### src/rtl/radix4_divider_pkg.sv
// Shared definitions for the radix-4 arithmetic blocks (divider and Booth
// multiplier): the default operand width and the FSM state encoding.
// No ports; import with `import radix4_divider_pkg::*;`.
package radix4_divider_pkg;

    localparam int RADIX4_WIDTH_DEFAULT = 16;

    typedef enum logic [1:0] {
        ST_IDLE = 2'd0,
        ST_RUN  = 2'd1,
        ST_DONE = 2'd2
    } state_t;

endpackage

### src/rtl/radix4_qsel.sv
// Radix-4 restoring quotient-digit select (combinational).
// Ports:
//   rs       shifted partial remainder {R, next two dividend bits}
//   d1/d2/d3 divisor multiples D, 2D, 3D (WIDTH+2 bits)
//   digit    selected quotient digit 0..3
//   rem_next rs - digit*D; always < D, so WIDTH bits are enough
module radix4_qsel #(
    parameter int WIDTH = 16
) (
    input  logic [WIDTH+1:0] rs,
    input  logic [WIDTH+1:0] d1,
    input  logic [WIDTH+1:0] d2,
    input  logic [WIDTH+1:0] d3,
    output logic [1:0]       digit,
    output logic [WIDTH-1:0] rem_next
);

    // Pick the largest multiple not exceeding rs. The subtraction is done
    // modulo 2^WIDTH: the true difference is below D, so truncation is exact.
    always_comb begin
        digit    = 2'd0;
        rem_next = rs[WIDTH-1:0];
        if (rs >= d3) begin
            digit    = 2'd3;
            rem_next = rs[WIDTH-1:0] - d3[WIDTH-1:0];
        end else if (rs >= d2) begin
            digit    = 2'd2;
            rem_next = rs[WIDTH-1:0] - d2[WIDTH-1:0];
        end else if (rs >= d1) begin
            digit    = 2'd1;
            rem_next = rs[WIDTH-1:0] - d1[WIDTH-1:0];
        end else begin
            digit    = 2'd0;
            rem_next = rs[WIDTH-1:0];
        end
    end

endmodule

### src/rtl/radix4_divider.sv
// Sequential radix-4 restoring divider, two quotient bits per clock.
// Optional macro RADIX4_DIV_SIGNED_EN: two's-complement operands (absolute
// values divided, quotient/remainder signs fixed on the last RUN edge).
// Ports:
//   clk, rst_n      clock, synchronous active-low reset
//   start           request, sampled only in IDLE
//   dividend/divisor operands captured on the accepted start
//   busy            high from accepted start through the done cycle
//   done            one-cycle pulse, results valid
//   quotient/remainder/div_by_zero  registered results, held until next DONE
module radix4_divider
    import radix4_divider_pkg::*;
#(
    parameter int WIDTH = RADIX4_WIDTH_DEFAULT
) (
    input  logic             clk,
    input  logic             rst_n,
    input  logic             start,
    input  logic [WIDTH-1:0] dividend,
    input  logic [WIDTH-1:0] divisor,
    output logic             busy,
    output logic             done,
    output logic [WIDTH-1:0] quotient,
    output logic [WIDTH-1:0] remainder,
    output logic             div_by_zero
);

    localparam int RW = WIDTH + 2;
    localparam int CW = $clog2(WIDTH / 2);
    localparam logic [CW-1:0] CNT_INIT = CW'(WIDTH / 2 - 1);
    localparam logic [CW-1:0] CNT_ONE  = CW'(1);
    localparam logic [CW-1:0] CNT_ZERO = CW'(0);

    state_t           state_r;
    logic [WIDTH-1:0] q_r;
    // Partial remainder is always below D, so its top two bits stay zero
    // and only WIDTH bits are stored.
    logic [WIDTH-1:0] r_r;
    logic [RW-1:0]    d1_r, d2_r, d3_r;
    logic [CW-1:0]    count_r;
    logic             dbz_r;

    logic [WIDTH-1:0] a_s, b_s;
    logic [RW-1:0]    d1_s, d2_s, d3_s;
    logic [RW-1:0]    rs_s;
    logic [1:0]       digit_s;
    logic [WIDTH-1:0] rem_next_s;
    logic [WIDTH-1:0] q_next_s;
    logic [WIDTH-1:0] q_fin_s, r_fin_s;

`ifdef RADIX4_DIV_SIGNED_EN
    logic neg_q_r;
    logic neg_r_r;
`endif

    // Operand magnitudes and divisor multiples for the load.
    always_comb begin
`ifdef RADIX4_DIV_SIGNED_EN
        a_s = dividend[WIDTH-1] ? -dividend : dividend;
        b_s = divisor[WIDTH-1]  ? -divisor  : divisor;
`else
        a_s = dividend;
        b_s = divisor;
`endif
        d1_s = {2'b00, b_s};
        d2_s = {1'b0, b_s, 1'b0};
        // 3D = D + 2D through the ripple adder; cannot overflow WIDTH+2 bits.
        d3_s = d1_s + d2_s;
    end

    // Shifted remainder, next quotient and sign-corrected final values.
    always_comb begin
        rs_s     = {r_r, q_r[WIDTH-1:WIDTH-2]};
        q_next_s = {q_r[WIDTH-3:0], digit_s};
`ifdef RADIX4_DIV_SIGNED_EN
        q_fin_s = neg_q_r ? -q_next_s : q_next_s;
        r_fin_s = neg_r_r ? -rem_next_s : rem_next_s;
`else
        q_fin_s = q_next_s;
        r_fin_s = rem_next_s;
`endif
    end

    radix4_qsel #(.WIDTH(WIDTH)) u_qsel (
        .rs       (rs_s),
        .d1       (d1_r),
        .d2       (d2_r),
        .d3       (d3_r),
        .digit    (digit_s),
        .rem_next (rem_next_s)
    );

    // Control FSM, datapath registers and registered outputs.
    always_ff @(posedge clk) begin
        if (!rst_n) begin
            state_r     <= ST_IDLE;
            q_r         <= {WIDTH{1'b0}};
            r_r         <= {WIDTH{1'b0}};
            d1_r        <= {RW{1'b0}};
            d2_r        <= {RW{1'b0}};
            d3_r        <= {RW{1'b0}};
            count_r     <= CNT_ZERO;
            dbz_r       <= 1'b0;
            busy        <= 1'b0;
            done        <= 1'b0;
            quotient    <= {WIDTH{1'b0}};
            remainder   <= {WIDTH{1'b0}};
            div_by_zero <= 1'b0;
`ifdef RADIX4_DIV_SIGNED_EN
            neg_q_r     <= 1'b0;
            neg_r_r     <= 1'b0;
`endif
        end else begin
            case (state_r)
                ST_IDLE: begin
                    done <= 1'b0;
                    if (start) begin
                        busy    <= 1'b1;
                        d1_r    <= d1_s;
                        d2_r    <= d2_s;
                        d3_r    <= d3_s;
                        count_r <= CNT_INIT;
`ifdef RADIX4_DIV_SIGNED_EN
                        neg_q_r <= dividend[WIDTH-1] ^ divisor[WIDTH-1];
                        neg_r_r <= dividend[WIDTH-1];
`endif
                        if (divisor == {WIDTH{1'b0}}) begin
                            // Skip RUN: results are fixed by definition.
                            q_r     <= {WIDTH{1'b1}};
                            r_r     <= dividend;
                            dbz_r   <= 1'b1;
                            state_r <= ST_DONE;
                        end else begin
                            q_r     <= a_s;
                            r_r     <= {WIDTH{1'b0}};
                            dbz_r   <= 1'b0;
                            state_r <= ST_RUN;
                        end
                    end else begin
                        busy <= 1'b0;
                    end
                end
                ST_RUN: begin
                    count_r <= count_r - CNT_ONE;
                    if (count_r == CNT_ZERO) begin
                        q_r     <= q_fin_s;
                        r_r     <= r_fin_s;
                        state_r <= ST_DONE;
                    end else begin
                        q_r     <= q_next_s;
                        r_r     <= rem_next_s;
                    end
                end
                ST_DONE: begin
                    done        <= 1'b1;
                    quotient    <= q_r;
                    remainder   <= r_r;
                    div_by_zero <= dbz_r;
                    state_r     <= ST_IDLE;
                end
                default: begin
                    state_r <= ST_IDLE;
                    busy    <= 1'b0;
                    done    <= 1'b0;
                end
            endcase
        end
    end

endmodule
### config.mk
export PLATFORM = sky130hd
export DESIGN_NAME = radix4_divider
export DESIGN_NICKNAME = d
export VERILOG_FILES = /design/src/rtl/radix4_divider_pkg.sv /design/src/rtl/radix4_qsel.sv /design/src/rtl/radix4_divider.sv
export SDC_FILE = /design/constraint.sdc
export NUM_CORES = 1
export LEC_CHECK = 0
export ABC_AREA = 1
export BUFFER_PORTS_ARGS = -buffer_cell sky130_fd_sc_hd__clkbuf_2
export CORE_ASPECT_RATIO = 0.75
export CORE_MARGIN = 10
export CORE_UTILIZATION = 41
export CTS_BUF_LIST = sky130_fd_sc_hd__clkbuf_16
export DETAILED_ROUTE_END_ITERATION = 12
export SYNTH_ARGS = -nofsm -noshare
export SYNTH_HDL_FRONTEND = slang
export SYNTH_SLANG_ARGS = --single-unit
### constraint.sdc
create_clock -name clk -period 2.5 [get_ports clk]
set_input_delay 0 -clock clk [delete_from_list [all_inputs] [get_ports clk]]
set_output_delay 0 -clock clk [all_outputs]
set_load 0.05 [all_outputs]
==> metrics, run 1 <==
wire per inst 17.5 microns; Max clock buf depth 2; CTS root buffer clkbuf_16; Yosys reg bits 106; metal2 WL 12100 microns; FF/Latch Area 0.00214 sq mm; hold crit path type in -> reg; switching part of the total 47.4%; crit path capture r_r[3]$_SDFFE_PN0P_; Final Hold Viols 1; final setup vio count 0; r2r worst-path depth 13; post-layout util 50.5%; final global-route overflow total 0; Clock transition at path regs 0.08 ns; Die X-Extent 185 microns; CP Class reg -> reg; routed wl met3 2360 microns; Max Cap Violations 0; Seq pwr share 23.2%; total track usage 21.7%; Core Rows 45; Internal 4630 uW; Max-Slew Margin vs Limit 39.2%; Synth area leaders dfxtp_1 (25%), ha_1 (12%), nand2_1 (11%), a21oi_1 (8.4%), inv_1 (7.3%); prevailing post-synth register cell dfxtp_1; RSZ-0062 raised after global routing true; initial antenna violation count 0; pwr dens 868 mW/mm^2; achievable frequency 403 MHz; pin count of the biggest net entering global routing 86; final antenna diode count 0; Synth top area share 25.5%; Least-Margin Pin Slew 0.910 ns; DR vias 8730; VDD IR-drop max 0.492 mV; fill count 2046; sequential area share after synthesis 25.5%; M1 WL 13800 microns; via-per-instance ratio 5.27; CTS tree done; vias in the first global route 8309; max-slew violation count 0; die area 0.0265 sq mm; final routed DRC violation total 0; layout cells sized above 1 19.5%; min cycle time layout 2.48 ns; Placer Congestion 0.975; Final period util 99.2%; WL final 29000 microns; # H-tree levels 3; CP startpoint d3_r[3]$_SDFFE_PN0P_; antenna viol nets, final 0; crit end category register; top-count cell post-synth nand2_1; Synthesized Nets 1362; post-synth top area cell dfxtp_1; clock sink count 106; worst hold stages 3; # port buffers 69; failing checks negative hold slack; Synth top cells by count nand2_1 (251), inv_1 (163), a21oi_1 (140); clock power share 16.3%; cts bufs inserted 9; core area 0.0201 sq mm; Pleak 0.00512 uW; DPL Wire Length 22900 microns; hold_ws -0.00312 ns; launching element type of the critical path register; syn avg cell area 6.70 sq um; net switching power 4170 uW; Synth async-reset ratio 0%; R2R setup slack 0.02 ns; number of synthesis warnings 0; Max Clock Skew 0.00988 ns; Placement Setup Slack -0.0449 ns; initial core utilization 41.5%; Gate power share 60.5%; CP max FO 14; DRT iter0 DRCs 817; P&R area growth vs syn 21.7%; global-route wire length before repair 45100 microns; Arr. time, crit path 2.78 ns; end of the worst register-to-register path r_r[3]$_SDFFE_PN0P_; DR top layer met4; worst setup margin 0.0204 ns; clk_lat worst skew 0.37 ns; num ports 70; Post-Syn Instances 1244; Mapped Area 0.00834 sq mm; Die H 143 microns; Nets 1510; area of the multi-input gates 0.00549 sq mm; EDFF count, synth 0; count of unique library cells instantiated by Yosys 54; worst r2r src d3_r[3]$_SDFFE_PN0P_; Worst Path Required 2.80 ns; 1st-pass router iterations 6; status complete, but fails checks
==> through the flow <==
step           power [uW]  area [sq um]  TNS, ns  cells  hold WS [ns]
6_report             8800         10100        0   1655      -0.00312
4_1_cts              8540          9980        0   1647       0.00123
2_1_floorplan        5420          8340        0   1244         0.154
3_5_place_dp         7060          9510   -0.126   1614         0.318
5_1_grt              9440         10100   -0.133   1655        0.0328
3_3_place_gp         7090          9510   -0.245   1614         0.317
==> what timing repair did <==
action | 4_1_cts | 5_1_grt
resized for setup | 4 | 35
hold endpoints to repair | 22 | 0
hold buffers | 17 | 0
buffers inserted | 0 | 7
pin swaps | 0 | 5
endpoints found under the setup margin | 5 | 13
gates cloned | 0 | 1
==> cell type report <==
class	count	area share (%)
tap	258	3.18
multi-input combinational	928	54.1
sequential	106	21.0
clock inverter	7	0.604
clock buffer	9	2.22
timing repair buffer	177	12.6
inverter	170	6.29
==> power groups by stage <==
stage | clock, uW | combinational (uW) | sequential (uW)
2_1_floorplan | 0 | 3230 | 2190
3_3_place_gp | 0 | 5020 | 2070
3_5_place_dp | 0 | 4990 | 2070
4_1_cts | 1460 | 5050 | 2040
5_1_grt | 1520 | 5850 | 2070
6_report | 1430 | 5320 | 2050
==> cell families (layout without fill, tap and decap cells) <==
group           count (synthesis)  in the layout  share of synthesized area (%)
simple gates                  474            475                           25.4
compound gates                328            328                           21.7
buf+inv                       211            363                           10.3
flops                         106            106                           25.5
fa+ha+maj                      83             83                           12.8
xor+xnor                       41             41                           4.31
mux                             1              1                          0.120
==> how the worst min path moves through the flow <==
stage                     slack, ns                     to    startpoint
after floorplan                0.15   d3_r[0]$_SDFFE_PN0P_    divisor[0]
after global placement         0.32   q_r[11]$_SDFFE_PN0P_  dividend[11]
final                        -0.003  d2_r[15]$_SDFFE_PN0P_   divisor[14]
after detailed placement       0.32   q_r[12]$_SDFFE_PN0P_  dividend[12]
after global routing           0.03   d2_r[7]$_SDFFE_PN0P_    divisor[6]
after CTS                     0.001  d2_r[15]$_SDFFE_PN0P_   divisor[14]
==> sequential cells by signal (all words and copies together) (netlist names) <==
register     cells
busy             1
count_r          3
d2_r            15
d3_r            18
dbz_r            1
div_by_zero      1
done             1
q_r             16
quotient        16
r_r             16
remainder       16
state_r          2
==> metal layers <==
| layer | vias to the layer above | global-route usage (%) |
|---|---|---|
| li1 | 4416 | - |
| met1 | 3956 | 30.2 |
| met2 | 310 | 32.8 |
| met3 | 48 | 4.34 |
| met4 | 0 | 6.48 |
| met5 | - | 0 |
==> critical path, stage by stage, from the launching register on <==
cell	delay, ns
dfxtp_1	0.34
inv_1	0.07
ha_1	0.36
a21oi_1	0.26
o21ai_0	0.12
nand2_1	0.07
nand2_1	0.05
nand2_1	0.10
nand4_4	0.11
buf_12	0.17
buf_4	0.15
a21oi_1	0.35
nand2_1	0.12
a21oi_2	0.13
==> cell usage in the layout, fill, tap and decap left out, types with 19 or more instances in the layout <==
cell type / count
nand3_1: 49
dfxtp_1: 99
a21oi_2: 19
nor2_1: 105
nand2_1: 244
a21oi_1: 136
clkbuf_2: 69
o21ai_0: 117
xnor2_1: 22
buf_4: 84
inv_1: 161
ha_1: 74
Power figures use the tool's default switching activity.
==> run 2: changes to the inputs <==
--- a/config.mk
+++ b/config.mk
@@ -7,11 +7,12 @@
 export LEC_CHECK = 0
 export ABC_AREA = 1
 export BUFFER_PORTS_ARGS = -buffer_cell sky130_fd_sc_hd__clkbuf_2
-export CORE_ASPECT_RATIO = 0.75
+export CORE_ASPECT_RATIO = 1.75
 export CORE_MARGIN = 10
 export CORE_UTILIZATION = 41
 export CTS_BUF_LIST = sky130_fd_sc_hd__clkbuf_16
 export DETAILED_ROUTE_END_ITERATION = 12
+export REMOVE_ABC_BUFFERS = 1
 export SYNTH_ARGS = -nofsm -noshare
 export SYNTH_HDL_FRONTEND = slang
 export SYNTH_SLANG_ARGS = --single-unit
==> constraint.sdc (replaced) <==
create_clock -name clk -period 2.1 [get_ports clk]
set_input_delay 0 -clock clk [delete_from_list [all_inputs] [get_ports clk]]
set_output_delay 0 -clock clk [all_outputs]
set_load 0.05 [all_outputs]
==> run 2 against run 1 <==
Compared with the run above: the flow finishes with violations (negative hold slack, negative setup slack); design area grew 24%; sequential share of layout area shrank 3.6 points; clock-buffer cell count is the same; hold slack lost 0.0099 ns; routed wire length grew 14%; via count grew 9.1%; worst setup slack lost 0.12 ns; power grew 47%; non-clock buffer count grew 147; flip-flop and latch count is the same; clock power grew 17%; first-iteration DRC count shrank 39%.
==> metrics, run 2 (synthesis gave the netlist of run 1 again) <==
status complete, but fails checks; failing checks negative hold slack, negative setup slack; CTS root buffer clkbuf_16; final antenna diode count 0; final setup vio count 17; total track usage 24.3%; end of the worst register-to-register path r_r[15]$_SDFFE_PN0P_; Final period util 105%; final routed DRC violation total 0; num ports 70; Least-Margin Pin Slew 0.918 ns; antenna viol nets, final 0; Placer Congestion 1.00; final global-route overflow total 0; Clock transition at path regs 0.08 ns; DR vias 9526; max reg flops 18; Max clock buf depth 2; Hold Path Origin divisor[5]; PnR Total Power 12900 uW; P&R area growth vs syn 50.4%; Die X-Extent 128 microns; clk_lat worst skew 0.37 ns; VDD IR-drop max 0.510 mV; Max-Slew Margin vs Limit 38.7%; WHS Endpoint d2_r[6]$_SDFFE_PN0P_; max-slew violation count 0; r2r worst-path depth 16; launching element type of the critical path register; Pleak 0.00599 uW; hold_ws -0.0131 ns; worst hold stages 3; Core Rows 69; CP Class reg -> reg; DRT iter0 DRCs 496; fill count 1928; Max Cap Violations 0; initial core utilization 41.3%; Worst Path Required 2.41 ns; DPL Wire Length 25800 microns; Placement Setup Slack -0.581 ns; worst r2r src r_r[6]$_SDFFE_PN0P_; min cycle time layout 2.20 ns; cts bufs inserted 9; CP max FO 4; R2R setup slack -0.10 ns; # H-tree levels 3; # port buffers 69; layout cells sized above 1 38.5%; wire per inst 18.5 microns; most frequent cells in the layout nand2_1 (199), buf_4 (193), inv_1 (137); commonest non-fill, non-tap cell in the layout nand2_1; pwr dens 1030 mW/mm^2; hold crit path type in -> reg; core area 0.0202 sq mm; Die H 209 microns; worst setup margin -0.104 ns; Arr. time, crit path 2.52 ns; pin count of the biggest net entering global routing 86; initial antenna violation count 0; Max Clock Skew 0.00736 ns; crit end category register; Nets 1657; WL final 33200 microns; clock sink count 106; RSZ-0062 raised after global routing true; via-per-instance ratio 5.32; vias in the first global route 9610; Largest Register d3_r; global-route wire length before repair 50600 microns; achievable frequency 454 MHz; CTS tree done; Final Hold Viols 1; 1st-pass router iterations 5; die area 0.0267 sq mm
==> run 2: cell count changes in the layout (fill, tap and decap cells not counted), sizes merged <==
| cell | previous run | this run |
|---|---|---|
| clkinvlp | 0 | 1 |
| nand3 | 58 | 59 |
| dlygate4sd3 | 17 | 26 |
| inv | 173 | 170 |
| clkinv | 4 | 5 |
| nand4 | 19 | 18 |
| buf | 91 | 229 |
==> run 2: worst max path at each step <==
| stage | startpoint | to | cells after the start |
|---|---|---|---|
| finish | r_r[6]$_SDFFE_PN0P_ | r_r[15]$_SDFFE_PN0P_ | 16 |
| global route | r_r[1]$_SDFFE_PN0P_ | r_r[8]$_SDFFE_PN0P_ | 17 |
| CTS | d3_r[0]$_SDFFE_PN0P_ | r_r[10]$_SDFFE_PN0P_ | 13 |
| detailed placement | r_r[4]$_SDFFE_PN0P_ | r_r[0]$_SDFFE_PN0P_ | 12 |
| global placement | r_r[4]$_SDFFE_PN0P_ | r_r[0]$_SDFFE_PN0P_ | 12 |
| floorplan | state_r[1]$_SDFFE_PN0P_ | r_r[10]$_SDFFE_PN0P_ | 7 |
==> run 2: worst max-delay path, stage by stage (launching register included) <==
cell and delay (ns):
dfxtp_4 0.40, ha_4 0.30, nand2_4 0.05, buf_6 0.12, nor2_4 0.13, nand3_2 0.11
nand3_4 0.12, nand2_4 0.07, buf_6 0.12, buf_6 0.11, nand4_1 0.09, nand3_1 0.11
nand2_1 0.08, nand2_1 0.05, nand2_1 0.07, nand2_1 0.06, a21oi_2 0.13
==> run 2: stage by stage <==
stage / instance area [sq um] / cells / utilization, % / setup TNS [ns] / hold slack, ns
3_5_place_dp: 10400 / 1721 / 51.5 / -5.71 / 0.309
2_1_floorplan: 8120 / 1203 / - / -55.05 / 0.0976
5_1_grt: 12500 / 1791 / 62.1 / -2.76 / 0.0338
6_report: 12500 / 1791 / 62.1 / -0.870 / -0.0131
4_1_cts: 11900 / 1782 / 59.1 / -0.828 / 0.00262
3_3_place_gp: 10400 / 1721 / 51.5 / -5.82 / 0.309
==> run 2: where the power goes <==
part / internal, uW / switching [uW]
sequential: 2260 / 207
clock: 814 / 864
combinational: 3950 / 4830
total: 7030 / 5900
==> run 2: layout make-up <==
class,instances,area (sq um),area share [%]
Clock buffer,9,225,1.80
Multi-Input combinational cell,928,6560,52.3
Inverter,170,659,5.26
Tap cell,248,310,2.48
Timing Repair Buffer,324,2550,20.3
Clock inverter,6,50.0,0.399
Sequential cell,106,2180,17.4
==> run 2: per-layer routing <==
metal | up-vias | part of all wire [%] | routed length, microns | GRT usage, %
met5 | - | 0 | 0 | 0
met4 | 0 | 7.4 | 2450 | 17.2
li1 | 4718 | - | - | -
met2 | 223 | 54 | 17900 | 45.3
met1 | 4473 | 36 | 12000 | 24.0
met3 | 112 | 2.5 | 823 | 2.31
==> run 2: repair_timing <==
item	4_1_cts	5_1_grt
endpoints found under the hold margin	31	0
setup endpoints to repair	18	31
hold buffers	26	0
setup buffers	18	9
pin swaps	44	91
gates cloned	3	0
resized for setup	178	140
==> run 3: changes to the inputs <==
--- a/config.mk
+++ b/config.mk
@@ -6,12 +6,13 @@
 export NUM_CORES = 1
 export LEC_CHECK = 0
 export ABC_AREA = 1
-export BUFFER_PORTS_ARGS = -buffer_cell sky130_fd_sc_hd__clkbuf_2
 export CORE_ASPECT_RATIO = 1.75
 export CORE_MARGIN = 10
 export CORE_UTILIZATION = 41
 export CTS_BUF_LIST = sky130_fd_sc_hd__clkbuf_16
+export CTS_CLUSTER_DIAMETER = 50
 export DETAILED_ROUTE_END_ITERATION = 12
+export DONT_BUFFER_PORTS = 1
 export REMOVE_ABC_BUFFERS = 1
 export SYNTH_ARGS = -nofsm -noshare
 export SYNTH_HDL_FRONTEND = slang
==> run 3 against run 2 <==
Compared with the run above: design area is 1.6% lower; first-iteration DRC count is 8.1% higher; utilization is 0.99 points lower; the flow finishes with violations (negative setup slack); highest routed layer unchanged; worst setup slack worse by 0.060 ns; cell count is 2.7% lower.
==> metrics, run 3 (synthesis gave the netlist of run 1 again) <==
via-per-instance ratio 5.41; Core Rows 69; DR vias 9423; switching part of the total 44.8%; Max-Slew Margin vs Limit 44.3%; commonest non-fill, non-tap cell in the layout buf_4; cts bufs inserted 9; num ports 70; achievable frequency 442 MHz; # H-tree levels 3; Die X-Extent 128 microns; Nets 1609; Max Clock Skew 0.00716 ns; failing checks negative setup slack; worst setup margin -0.164 ns; Clock transition at path regs 0.08 ns; final cell count without fillers 1742; layout cells sized above 1 34.4%; 1st-pass router iterations 5; min cycle time layout 2.26 ns; CTS tree done; Placement Setup Slack -0.342 ns; Die H 209 microns; critical path's slowest cell dfxtp_4; GR Layer Usage met2 45.4%; hold crit path type in -> reg; Seq pwr share 20.3%; clock power share 14.1%; Placed Cells 1655; initial antenna violation count 0; launching element type of the critical path register; final global-route overflow total 0; Pleak 0.00577 uW; crit-path max cell delay 0.38 ns; most common cell type on the critical path nand2_2; final setup vio count 18; Worst Path Required 2.36 ns; crit end category register; Max Cap Violations 0; status complete, but fails checks; Arr. time, crit path 2.52 ns; pin count of the biggest net entering global routing 80; global-route wire length before repair 51500 microns; net switching power 5970 uW; initial core utilization 41.3%; Placer Congestion 0.993; CP max FO 6; max-slew violation count 0; GR met3 Demand/Resource 3.17%; clock sink count 106; Gate power share 65.6%; Max clock buf depth 2; WL final 33800 microns; Internal 7350 uW; core area 0.0202 sq mm; P&R area growth vs syn 48.0%; setup TNS -2.04 ns; Least-Margin Pin Slew 0.834 ns; wire per inst 19.4 microns; GR Util met1 24.2%; total track usage 24.6%; worst path bufs/invs 4; post-layout util 61.1%; VDD IR-drop max 0.557 mV; max reg flops 18; antenna viol nets, final 0; Final Hold Viols 0; hold_ws 0.0110 ns; CTS root buffer clkbuf_16; RSZ-0062 raised after global routing true; DPL Wire Length 25700 microns; # port buffers 0; final routed DRC violation total 0; fill count 1875; most frequent cells in the layout buf_4 (207), nand2_1 (205), inv_1 (137); clk_lat worst skew 0.37 ns; pwr dens 1080 mW/mm^2; die area 0.0267 sq mm; Largest Register d3_r; CP Class reg -> reg; vias in the first global route 9611; cells along the critical path buf_12, ha_4, nand2_2, nand2_2, a21oi_2, buf_4, nand3_4, nand2_4, nand3_4, buf_6, buf_6, nand2_4, o211ai_2, nand2_1, nand2_2, nand2_2, a21oi_2; final antenna diode count 0; DRT iter0 DRCs 536; most used routing layer in global routing met2; crit-path leading delay family simple AND/OR/NAND/NOR gates; Final period util 108%
## run 3: changes by cell type in the layout (fill, tap and decap cells not counted), moves of 6 or more
| cell | delta |
|---|---|
| buf_4 | +14 |
| buf_6 | -7 |
| clkbuf_2 | -69 |
| dlygate4sd3_1 | +13 |
| nand2_1 | +6 |
## run 3: metrics by stage
| step | power, uW | area (sq um) |
|---|---|---|
| 2_1_floorplan | 6240 | 8120 |
| 3_3_place_gp | 9310 | 10100 |
| 3_5_place_dp | 9320 | 10100 |
| 4_1_cts | 12600 | 11800 |
| 5_1_grt | 14100 | 12300 |
| 6_report | 13300 | 12300 |
## run 3: path summary, 6_finish.rpt
| path | startpoint | to | slack, ns | cells after the start |
|---|---|---|---|---|
| worst max-delay path | r_r[5]$_SDFFE_PN0P_ | r_r[12]$_SDFFE_PN0P_ | -0.16 | 17 |
| worst min-delay path | divisor[15] | d3_r[17]$_SDFFE_PN0P_ | 0.01 | 3 |
| worst max register to register | r_r[5]$_SDFFE_PN0P_ | r_r[12]$_SDFFE_PN0P_ | -0.16 | 17 |
| worst min register to register | count_r[0]$_SDFFE_PN0P_ | count_r[0]$_SDFFE_PN0P_ | 0.47 | 1 |
## run 3: final cells by class
class | count | area (sq um) | area share [%]
flip-flops and latches | 106 | 2180 | 17.7
well taps | 248 | 310 | 2.52
clock inverters | 5 | 87.6 | 0.710
repair buffers | 277 | 2440 | 19.8
multi-input cells | 927 | 6420 | 52.1
clock buffers | 9 | 225 | 1.83
inverters | 170 | 663 | 5.38
## run 3: metal layers
layer,wire [microns],vias to the layer above
li1,-,4614
met2,17900,260
met5,0,-
met4,2700,0
met3,1360,110
met1,11900,4439
## run 3: power by group through the flow
stage / Combinational [uW] / Clock, uW / Sequential (uW)
after global placement: 6640 / 0 / 2670
after CTS: 8050 / 1900 / 2670
after global routing: 9400 / 1970 / 2730
after detailed placement: 6640 / 0 / 2670
after floorplan: 3640 / 0 / 2600
final: 8740 / 1880 / 2710
## run 3: worst min-delay path, delay by kind of cell
family	cells	cell delay [ns]
adder cells (fa/ha/maj)	1	0.16
AO/OA/AOI/OAI	1	0.07
AND/OR/NAND/NOR	1	0.10
## run 3: timing repair
action	in CTS	in global routing
cloned	5	0
setup buffers	21	14
resized for setup	162	127
setup endpoints to repair	19	39
hold endpoints to repair	91	0
pin swaps	38	69
hold buffers	40	0
